==> src/rtl/cond_unit.sv <==
// Condition unit: evaluates a 4-bit predicate against two flag banks and
// conditionally updates them. Define COND_UNIT_IT_BLOCK_EN for predication windows.
module cond_unit #(
    parameter int FLAG_W = 2,
    parameter int SEL_W  = 1
) (
    input  logic              clk,
    input  logic              reset,
    input  logic              in_valid,
    output logic              in_ready,
    input  logic [3:0]        cond,
    input  logic [SEL_W-1:0]  flag_sel,
    input  logic [1:0]        flag_we,
    input  logic [FLAG_W-1:0] alu_flags1,
    input  logic [FLAG_W-1:0] alu_flags2,
    input  logic              it_start,
    input  logic [1:0]        it_len,
    output logic              out_valid,
    input  logic              out_ready,
    output logic              cond_ex,
    output logic [FLAG_W-1:0] flags1_q,
    output logic [FLAG_W-1:0] flags2_q,
    output logic              it_active
);

    localparam logic [SEL_W:0] FLAG_LIMIT = (SEL_W + 1)'(FLAG_W);

    logic       accept;
    logic       sel_in_range;
    logic       f1;
    logic       f2;
    logic [3:0] eff_cond;
    logic       exec;

    function automatic logic eval_cond(input logic [3:0] c, input logic a, input logic b);
        logic r;
        r = 1'b0;
        case (c)
            4'b0000: r = 1'b1;
            4'b0001: r = 1'b0;
            4'b0010: r = a;
            4'b0011: r = b;
            4'b0100: r = ~a;
            4'b0101: r = ~b;
            4'b0110: r = a & b;
            4'b0111: r = a | b;
            4'b1000: r = a ^ b;
            4'b1001: r = ~(a ^ b);
            4'b1010: r = ~(a & b);
            4'b1011: r = ~(a | b);
            4'b1100: r = a & ~b;
            4'b1101: r = ~a & b;
            default: r = 1'b0;
        endcase
        return r;
    endfunction

    assign in_ready = ~out_valid | out_ready;
    assign accept   = in_valid & in_ready;

    // Selector codes beyond the bank width read as a cleared flag.
    assign sel_in_range = {1'b0, flag_sel} < FLAG_LIMIT;

    always_comb begin
        f1 = 1'b0;
        f2 = 1'b0;
        if (sel_in_range) begin
            f1 = flags1_q[flag_sel];
            f2 = flags2_q[flag_sel];
        end
    end

`ifdef COND_UNIT_IT_BLOCK_EN
    logic [2:0] it_cnt;
    logic [3:0] it_cond;

    // A new it_start always wins over an open window, so restarts take their own cond.
    assign eff_cond  = (!it_start && it_cnt != 3'd0) ? it_cond : cond;
    assign it_active = (it_cnt != 3'd0);

    always_ff @(posedge clk) begin
        if (reset) begin
            it_cnt  <= 3'd0;
            it_cond <= 4'd0;
        end else if (accept) begin
            if (it_start) begin
                it_cnt  <= {1'b0, it_len} + 3'd1;
                it_cond <= cond;
            end else if (it_cnt != 3'd0) begin
                it_cnt <= it_cnt - 3'd1;
            end
        end
    end
`else
    logic unused_it;

    assign eff_cond  = cond;
    assign it_active = 1'b0;
    assign unused_it = ^{it_start, it_len};
`endif

    // Evaluated on the pre-update flags, so an instruction never sees its own write.
    assign exec = eval_cond(eff_cond, f1, f2);

    always_ff @(posedge clk) begin
        if (reset) begin
            out_valid <= 1'b0;
            cond_ex   <= 1'b0;
            flags1_q  <= '0;
            flags2_q  <= '0;
        end else begin
            if (accept) begin
                out_valid <= 1'b1;
                cond_ex   <= exec;
                if (exec && flag_we[0]) flags1_q <= alu_flags1;
                if (exec && flag_we[1]) flags2_q <= alu_flags2;
            end else if (out_ready) begin
                out_valid <= 1'b0;
            end
        end
    end

endmodule

==> config.mk <==
export PLATFORM = sky130hd
export DESIGN_NAME = cond_unit
export DESIGN_NICKNAME = d
export VERILOG_FILES = /design/src/rtl/cond_unit.sv
export SDC_FILE = /design/constraint.sdc
export NUM_CORES = 1
export LEC_CHECK = 0
export CAP_MARGIN = 20
export CORE_AREA = 8 8 45 47
export CTS_CLUSTER_DIAMETER = 100
export DETAILED_ROUTE_END_ITERATION = 6
export DIE_AREA = 0 0 53 55
export PLACE_DENSITY = 0.8
export SYNTH_ARGS = -nofsm -noshare
export SYNTH_HDL_FRONTEND = slang
export SYNTH_SLANG_ARGS = --single-unit
==> constraint.sdc <==
create_clock -name clk -period 5.7 [get_ports clk]
set_input_delay 1.14 -clock clk [delete_from_list [all_inputs] [get_ports clk]]
set_output_delay 1.14 -clock clk [all_outputs]
set_load 0.01 [all_outputs]
After elaboration in Yosys (flattened, before gate mapping)

Cells that the tools add are included.

Order comparisons: 1
Equal/unequal tests: 12
Muxes and demuxes: 7
Bitwise logic cells: 13
Reductions and logical operators: 6

Operator list:

| kind                                                                   | number |
|---|---|
| 4-bit equality test (second input constant)                            | 6 |
| 4-bit by 3-bit equality test with 1-bit output (second input constant) | 4 |
| 1-bit case mux with 13 select lines                                    | 1 |
| 4-bit by 2-bit equality test with 1-bit output (second input constant) | 2 |
| 1-bit 2-to-1 mux                                                       | 6 |
| 1-bit inverter                                                         | 6 |
| 1-bit bitwise AND                                                      | 4 |
| 4-bit logical NOT                                                      | 1 |
| 2-bit AND reduction                                                    | 2 |
| 1-bit logical AND                                                      | 2 |
| 1-bit by 2-bit < comparator with 1-bit output (second input constant)  | 1 |
| 1-bit bitwise OR                                                       | 2 |
| 2-bit nonzero test                                                     | 1 |
| 1-bit XOR                                                              | 1 |

Register bits after elaboration: 6
Bits of input ports: 18
Output and inout bits: 8
Word-level logic and storage cells: 43

Logic depth before layout (Yosys ltp)

Word-level depth: 7
Depth in mapped cells: 9
Gate-level depth less buffers: 9

Least setup slack after synthesis

OpenSTA, ideal clock, no wires.

Kind: input to register
Start: input flag_sel
End: register flags1_q[0]
Library setup time: 0.122 ns
Data arrival time: 2.792 ns
Data required time: 5.578 ns
Slack: 2.787 ns
Stages: 8
Path buffers: 0
Path through: mux2_2 > inv_1 > ha_1 > nor2b_1 > o31a_1 > a311oi_2 > a21oi_2 > mux2i_1

Longest elaborated chain between the ends: 7
Elaborated cells on any way between the ends: 17
Classes of those cells: mux: 5; bitwise: 10; reduce/logical: 2

Ends and longest elaborated chain:

| item                                                     | line   | text |
|---|---|---|
| from (decl)                                              | 12     | `input logic [SEL_W-1:0] flag_sel,` |
| 1-bit 2-to-1 mux, on equally long branches (2 in series) | 68, 69 |  |
| 1-bit inverter, or another cell as far along             | 43, 52 |  |
| 1-bit bitwise AND, or another cell as far along          | 52     | `4'b1101: r = ~a & b;` |
| 1-bit case mux with 13 select lines *                    | 38     | `case (c)` |
| 1-bit logical AND *                                      | 115    | `if (exec && flag_we[0]) flags1_q <= alu_flags1;` |
| 2-bit AND reduction (no line) *                          | n/a    |  |
| to (signal assigned)                                     | 115    |  |
| to (decl)                                                | 21     | `output logic [FLAG_W-1:0] flags1_q,` |

Mark *: on every way between the ends. The rest lies on a longest branch, timed or not. The select of a mux whose other input is x is not followed.
A chain may end at the register's enable or synchronous reset.

Worst setup path after layout

Start: input out_ready
End: output in_ready

Longest elaborated chain between the ends: 1

Ends and longest elaborated chain:

| item             | line | text |
|---|---|---|
| from (decl)      | 19   | `input logic out_ready,` |
| 1-bit bitwise OR | 58   | `assign in_ready = ~out_valid \| out_ready;` |
| to (decl)        | 10   | `output logic in_ready,` |

Every way passes these cells.

==> impl_metrics.ini <==
[run_status]
status = finished, final reports clean

[synthesis]
syn_nets = 86
yosys_warnings = 0
ys_types = 27
syn_inst = 64
syn_avg_cell_area_um2 = 8.47
synth-seq-area-share_pct = 22.2
ys_seq_elements = 6
synth.cell_area_um2 = 542

[global_routing]
grt_pass1_vias = 482
gr-usage-met2_pct = 12.5
grt_antenna_before_repair = 0
grt_pass1_wl_um = 2020
overflow = 0
grt_max_degree = 12
grtUsageMet3_pct = 3.21
grt_util_met1_pct = 11.6
busiest_layer = met2
grt_usage_pct = 9.57

[sta]
period_share_pct = 59.8
hold_slack_ps = 464
fin_setup_tns_ps = 0
period_minus_slack_ps = 3410
fin_ws_ps = 2290
hold_viol = 0
max_freq_mhz = 293
drv_slew = 0
setup_viol = 0
rsz0062_at_grt = no
fin_worst_skew_ps = 1.51

[floorplanning]
rows = 14
dieHeight_um = 55
die_area_um2 = 2920
dieWidth_um = 53
coreArea_um2 = 1380
ios = 26
initial_utilization_pct = 39.2

[pwr]
power.switching_uw = 31.3
p_comb_share_pct = 28.6
ir_worst_vdd_mv = 0.138
p_sw_share_pct = 26.4
power_frac_clock_pct = 33.6
power.density_nw_per_um2 = 154
seqPwrFrac_pct = 37.8
leakage_nw = 0.287
p_int_uw = 87.4

[critical_path]
cp.required_ps = 4560
cp.arrival_ps = 2270
critical_path.endpoint_type = output pin
cp_max_fo = 3
critPathLaunchType = input port
crit_type = in -> out
timing.rr.end = flags1_q[1]$_SDFFE_PP0P_
ff2ff_path_depth = 8
timing.rr.start = flags2_q[0]$_SDFFE_PP0P_
reg2reg_slack_ps = 3500

[placement]
portBuffers = 21
dp_slack_ps = 2070
placed_area_um2 = 748
hpwl_um = 1030
gp_congestion = 0.719

[layout]
multi_input_area_um2 = 379
fillers = 139
drive_above_1_share_pct = 11.9
area_growth_syn_to_layout_pct = 42.3
design_area_um2 = 771
layout_commonest_cell = clkdlybuf4s50_1
finalNetCount = 108
regArea_um2 = 120
mostFrequentLayoutCells = clkdlybuf4s50_1 (21), nand2b_1 (10), mux2i_1 (6), dfxtp_1 (6), nand2_1 (5)
diodes = 0

[detailed_routing]
vias_per_cell = 4.95
wl_um = 1270
drtPass1Iterations = 3
drtIter0Drc = 4
ant_nets = 0
routed-via-count = 495
drc = 0
wire_per_inst_um = 12.7

[clock_tree]
cts_buffer_depth = 2
clk_latency_ps = 240
root_buffer = clkbuf_4
ctsHoldBuffers = 0
cts_tree = built
cts_resized = 0
htree_levels = 1
path_clk_slew_ps = 50
cts.sinks = 6
cts_setup_buffers = 0
cts_buffers = 3

[hold_path]
hold_path.class = reg -> reg
hold_end = cond_ex$_SDFFE_PP0P_
min-delay-start = cond_ex$_SDFFE_PP0P_
whs_path_depth = 2

[job]
maxCapViolCount = 0
[worst max path at each step]
| stage | from | endpoint | slack, ps | cells after the start |
|---|---|---|---|---|
| CTS | out_ready | in_ready | 2280 | 3 |
| global route | flag_sel | flags1_q[1]$_SDFFE_PP0P_ | 2230 | 9 |
| floorplan | flag_sel | flags1_q[0]$_SDFFE_PP0P_ | 2790 | 8 |
| finish | out_ready | in_ready | 2290 | 3 |
| detailed placement | flag_sel | flags1_q[0]$_SDFFE_PP0P_ | 2070 | 9 |
| global placement | flag_sel | flags2_q[0]$_SDFFE_PP0P_ | 2100 | 9 |
[cells in the mapped netlist]
cell type	number	area share [%]
nand2b_1	10	12
mux2i_1	6	11
a311oi_2	1	2.8
nor2b_1	3	3.5
inv_2	1	0.69
mux2i_2	1	2.5
clkbuf_1	1	0.69
a21oi_1	4	3.7
nor3_1	2	1.8
inv_1	4	2.8
o32a_1	1	1.8
dfxtp_1	6	22
buf_4	2	2.8
a2111oi_1	1	1.8
a21oi_2	2	3.2
nor4b_1	1	1.6
mux2_2	1	2.1
ha_1	4	9.2
a311oi_1	1	1.6
a21bo_1	1	1.8
o21ai_0	1	0.92
nand2_1	5	3.5
nor3_2	1	1.8
o31a_1	1	1.6
and2_1	1	1.2
buf_2	1	0.92
conb_1	1	0.69
[critical path, stage by stage]
cell and delay, ps:
clkdlybuf4s50_1 440, nand2b_1 130, clkdlybuf4s50_1 550
[flip-flops by register name, indices dropped and copies added (netlist names)]
signal and count:
flags1_q 2, cond_ex 1, flags2_q 2, out_valid 1
[metal layers]
metal  part of all wire (%)  wire [µm]
met1                     47        597
met2                     42        532
met3                    7.5         95
met4                    3.5         44
met5                      0          0
[cell type report]
cell class / count / share of cell area, %
clock buffers: 3 / 2.92
inverters: 5 / 2.44
multi-input cells: 49 / 49.2
flip-flops and latches: 6 / 15.6
well taps: 16 / 2.60
repair buffers: 21 / 27.3
[power by group through the flow]
stage / clock [mW] / sequential, mW / combinational [mW]
global route: 0.0429 / 0.0450 / 0.0374
detailed placement: 0 / 0.0456 / 0.0340
CTS: 0.0412 / 0.0448 / 0.0343
floorplan: 0 / 0.0463 / 0.0175
global placement: 0 / 0.0456 / 0.0336
finish: 0.0399 / 0.0449 / 0.0340
[metrics by stage]
step	power, mW	utilization, %	instances
6_report	0.119	55.7	100
3_5_place_dp	0.0796	54.1	97
3_3_place_gp	0.0791	54.1	97
4_1_cts	0.120	55.7	100
5_1_grt	0.125	55.7	100
2_1_floorplan	0.0638	-	64
[cell families after synthesis]
group / after synthesis / share of synthesized area [%]
compound gates: 13 / 19.4
fa+ha+maj: 4 / 9.24
buf+inv: 9 / 7.85
flops: 6 / 22.2
mux: 8 / 15.7
other cells: 1 / 0.692
simple gates: 23 / 24.9
No activity file was read; power rests on OpenSTA's default activity.
==> RTL change, RTL diff (config.mk and constraints unchanged) <==
`FLAG_W`: 2 -> 4.
--- a/src/rtl/cond_unit.sv
+++ b/src/rtl/cond_unit.sv
@@ -1,7 +1,7 @@
 // Condition unit: evaluates a 4-bit predicate against two flag banks and
 // conditionally updates them. Define COND_UNIT_IT_BLOCK_EN for predication windows.
 module cond_unit #(
-    parameter int FLAG_W = 2,
+    parameter int FLAG_W = 4,
     parameter int SEL_W  = 1
 ) (
     input  logic              clk,
Ports: changed (resized alu_flags1, alu_flags2, flags1_q and flags2_q); port bits go from 26 to 34. The function was not compared with the original's and may differ.
==> RTL change against the original RTL <==
Setup slack worse by 0.096 ns; global-route usage is 0.25 points lower; routed wire length is 1.3% lower; critical path depth stayed put; clock power is 58% higher; utilization is 4.2 points higher; sequential share of layout area is 8.6 points higher; sequential cell count is 4 higher; total power is 44% higher; synthesized area is 7.2% lower; fmax is 2.7% lower; design area is 7.5% higher; critical path type unchanged; critical endpoint unchanged; highest routed layer is now met3.
==> RTL change: results <==
set metrics [dict create \
    status "finished clean" \
    yosysSeqAreaShare_pct 39.8 \
    grt.met2_usage_pct 18.0 \
    grt_max_degree 19 \
    nFillCells 137 \
    clk_pin_slew_ns 0.07 \
    clk_latency_ns 0.26 \
    n_antenna_cell 0 \
    grt_pass1_vias 485 \
    cts_resized 0 \
    track_usage_pct 9.32 \
    rr_worst_depth 4 \
    cp.arrival_ns 2.37 \
    numCtsBuffers 3 \
    critPathCapture "in_ready" \
    r2r_setup_slack_ns 4.59 \
    drive_gt1_share_pct 10.0 \
    worstHoldStart "flags1_q[0]" \
    min_to "flags1_q[0]" \
    irDropWorstVdd_mv 0.104 \
    cts_buffer_depth 2 \
    vias_per_cell 4.69 \
    synth-async-reset-ratio_pct 0 \
    synth_common_cells "nand2b_1, dfxtp_1, mux2i_1" \
    synth_top_flop_cell "dfxtp_1" \
    yosys_warnings 0 \
    wl_per_cell_um 13.0 \
    drt-initial-drc-count 1 \
    synth_cell_type_count 14 \
    clock-root-buffer "clkbuf_4" \
    globalRouteMet3Util_pct 2.67 \
    final_nets 103 \
    gp_congestion 0.636 \
    reg2reg_from "out_valid" \
    antenna_found_initial 0 \
    synthTopCellsByArea "dfxtp_1, nand2b_1, mux2i_1" \
    port_buffers 28 \
    hold_slack_ns 0.474 \
    largest_registers "flags1_q (4), flags2_q (4)" \
    skew_ns 0.000532 \
    syn_nets 72 \
    power.leakage_nw 0.298 \
    crit_start "out_ready" \
    r2r_end "flags2_q[2]" \
    hold_class "reg -> reg" \
    htree_levels 1 \
    grt_pass1_wl_mm 1.95 \
    critPathMaxFanout 6 \
    post-dp-hpwl_mm 1.04 \
    whs_path_depth 2 \
    met1_usage_pct 7.66 \
    postCtsSetupBuffers 0 \
    drtPass1Iterations 4 \
]
[RTL change: changes by cell type after synthesis, moves of 2 or more]
cell      change
a21oi_1       -2
a21oi_2       -2
dfxtp_1       +4
ha_1          -4
inv_1         -3
mux2i_1       +2
nand2_1       -5
nand2b_1      +8
nand3_1       +2
nor2_4        +2
nor2b_1       -3
nor3_1        -2
[RTL change: critical path: stages]
cell	delay [ns]
clkdlybuf4s50_1	0.44
nand2b_1	0.20
clkdlybuf4s50_1	0.58
[RTL change: report_power, final]
| group | leakage, nW | internal [mW] | switching [mW] | total [mW] |
|---|---|---|---|---|
| combinational | 0.195 | 0.0220 | 0.0121 | 0.0341 |
| clock | 0.0210 | 0.0387 | 0.0245 | 0.0632 |
| sequential | 0.0814 | 0.0725 | 0.00133 | 0.0738 |
| total | 0.298 | 0.133 | 0.0379 | 0.171 |
[RTL change: layer usage]
metal | share of wire, % | vias to the layer above | routed length [um]
met5 | 0 | - | 0
met4 | 0 | 0 | 0
met3 | 5.9 | 0 | 74
met2 | 60 | 13 | 756
met1 | 34 | 213 | 421
li1 | - | 224 | -
[RTL change: cell families after synthesis]
group	after synthesis	share of synthesized area (%)
AO/OA/AOI/OAI	4	8.21
buffers and inverters	3	2.98
flip-flops	10	39.8
multiplexers	8	15.9
other	1	0.746
AND/OR/NAND/NOR	24	32.3
[RTL change: area by class of cell]
class	count	area share, %
Clock buffer	4	4.38
Inverter	1	0.453
Multi-Input combinational cell	37	34.7
Sequential cell	10	24.2
Tap cell	16	2.42
Timing Repair Buffer	28	33.8
[RTL change: metrics by stage]
step                util (%)  instance area (sq um)  cells  setup WS [ns]
floorplan                  -                    503     50           3.20
global placement        57.2                    792     92           2.21
detailed placement      57.2                    792     92           2.18
CTS                     59.9                    828     96           2.18
global route            59.9                    828     96           2.14
finish                  59.9                    828     96           2.19
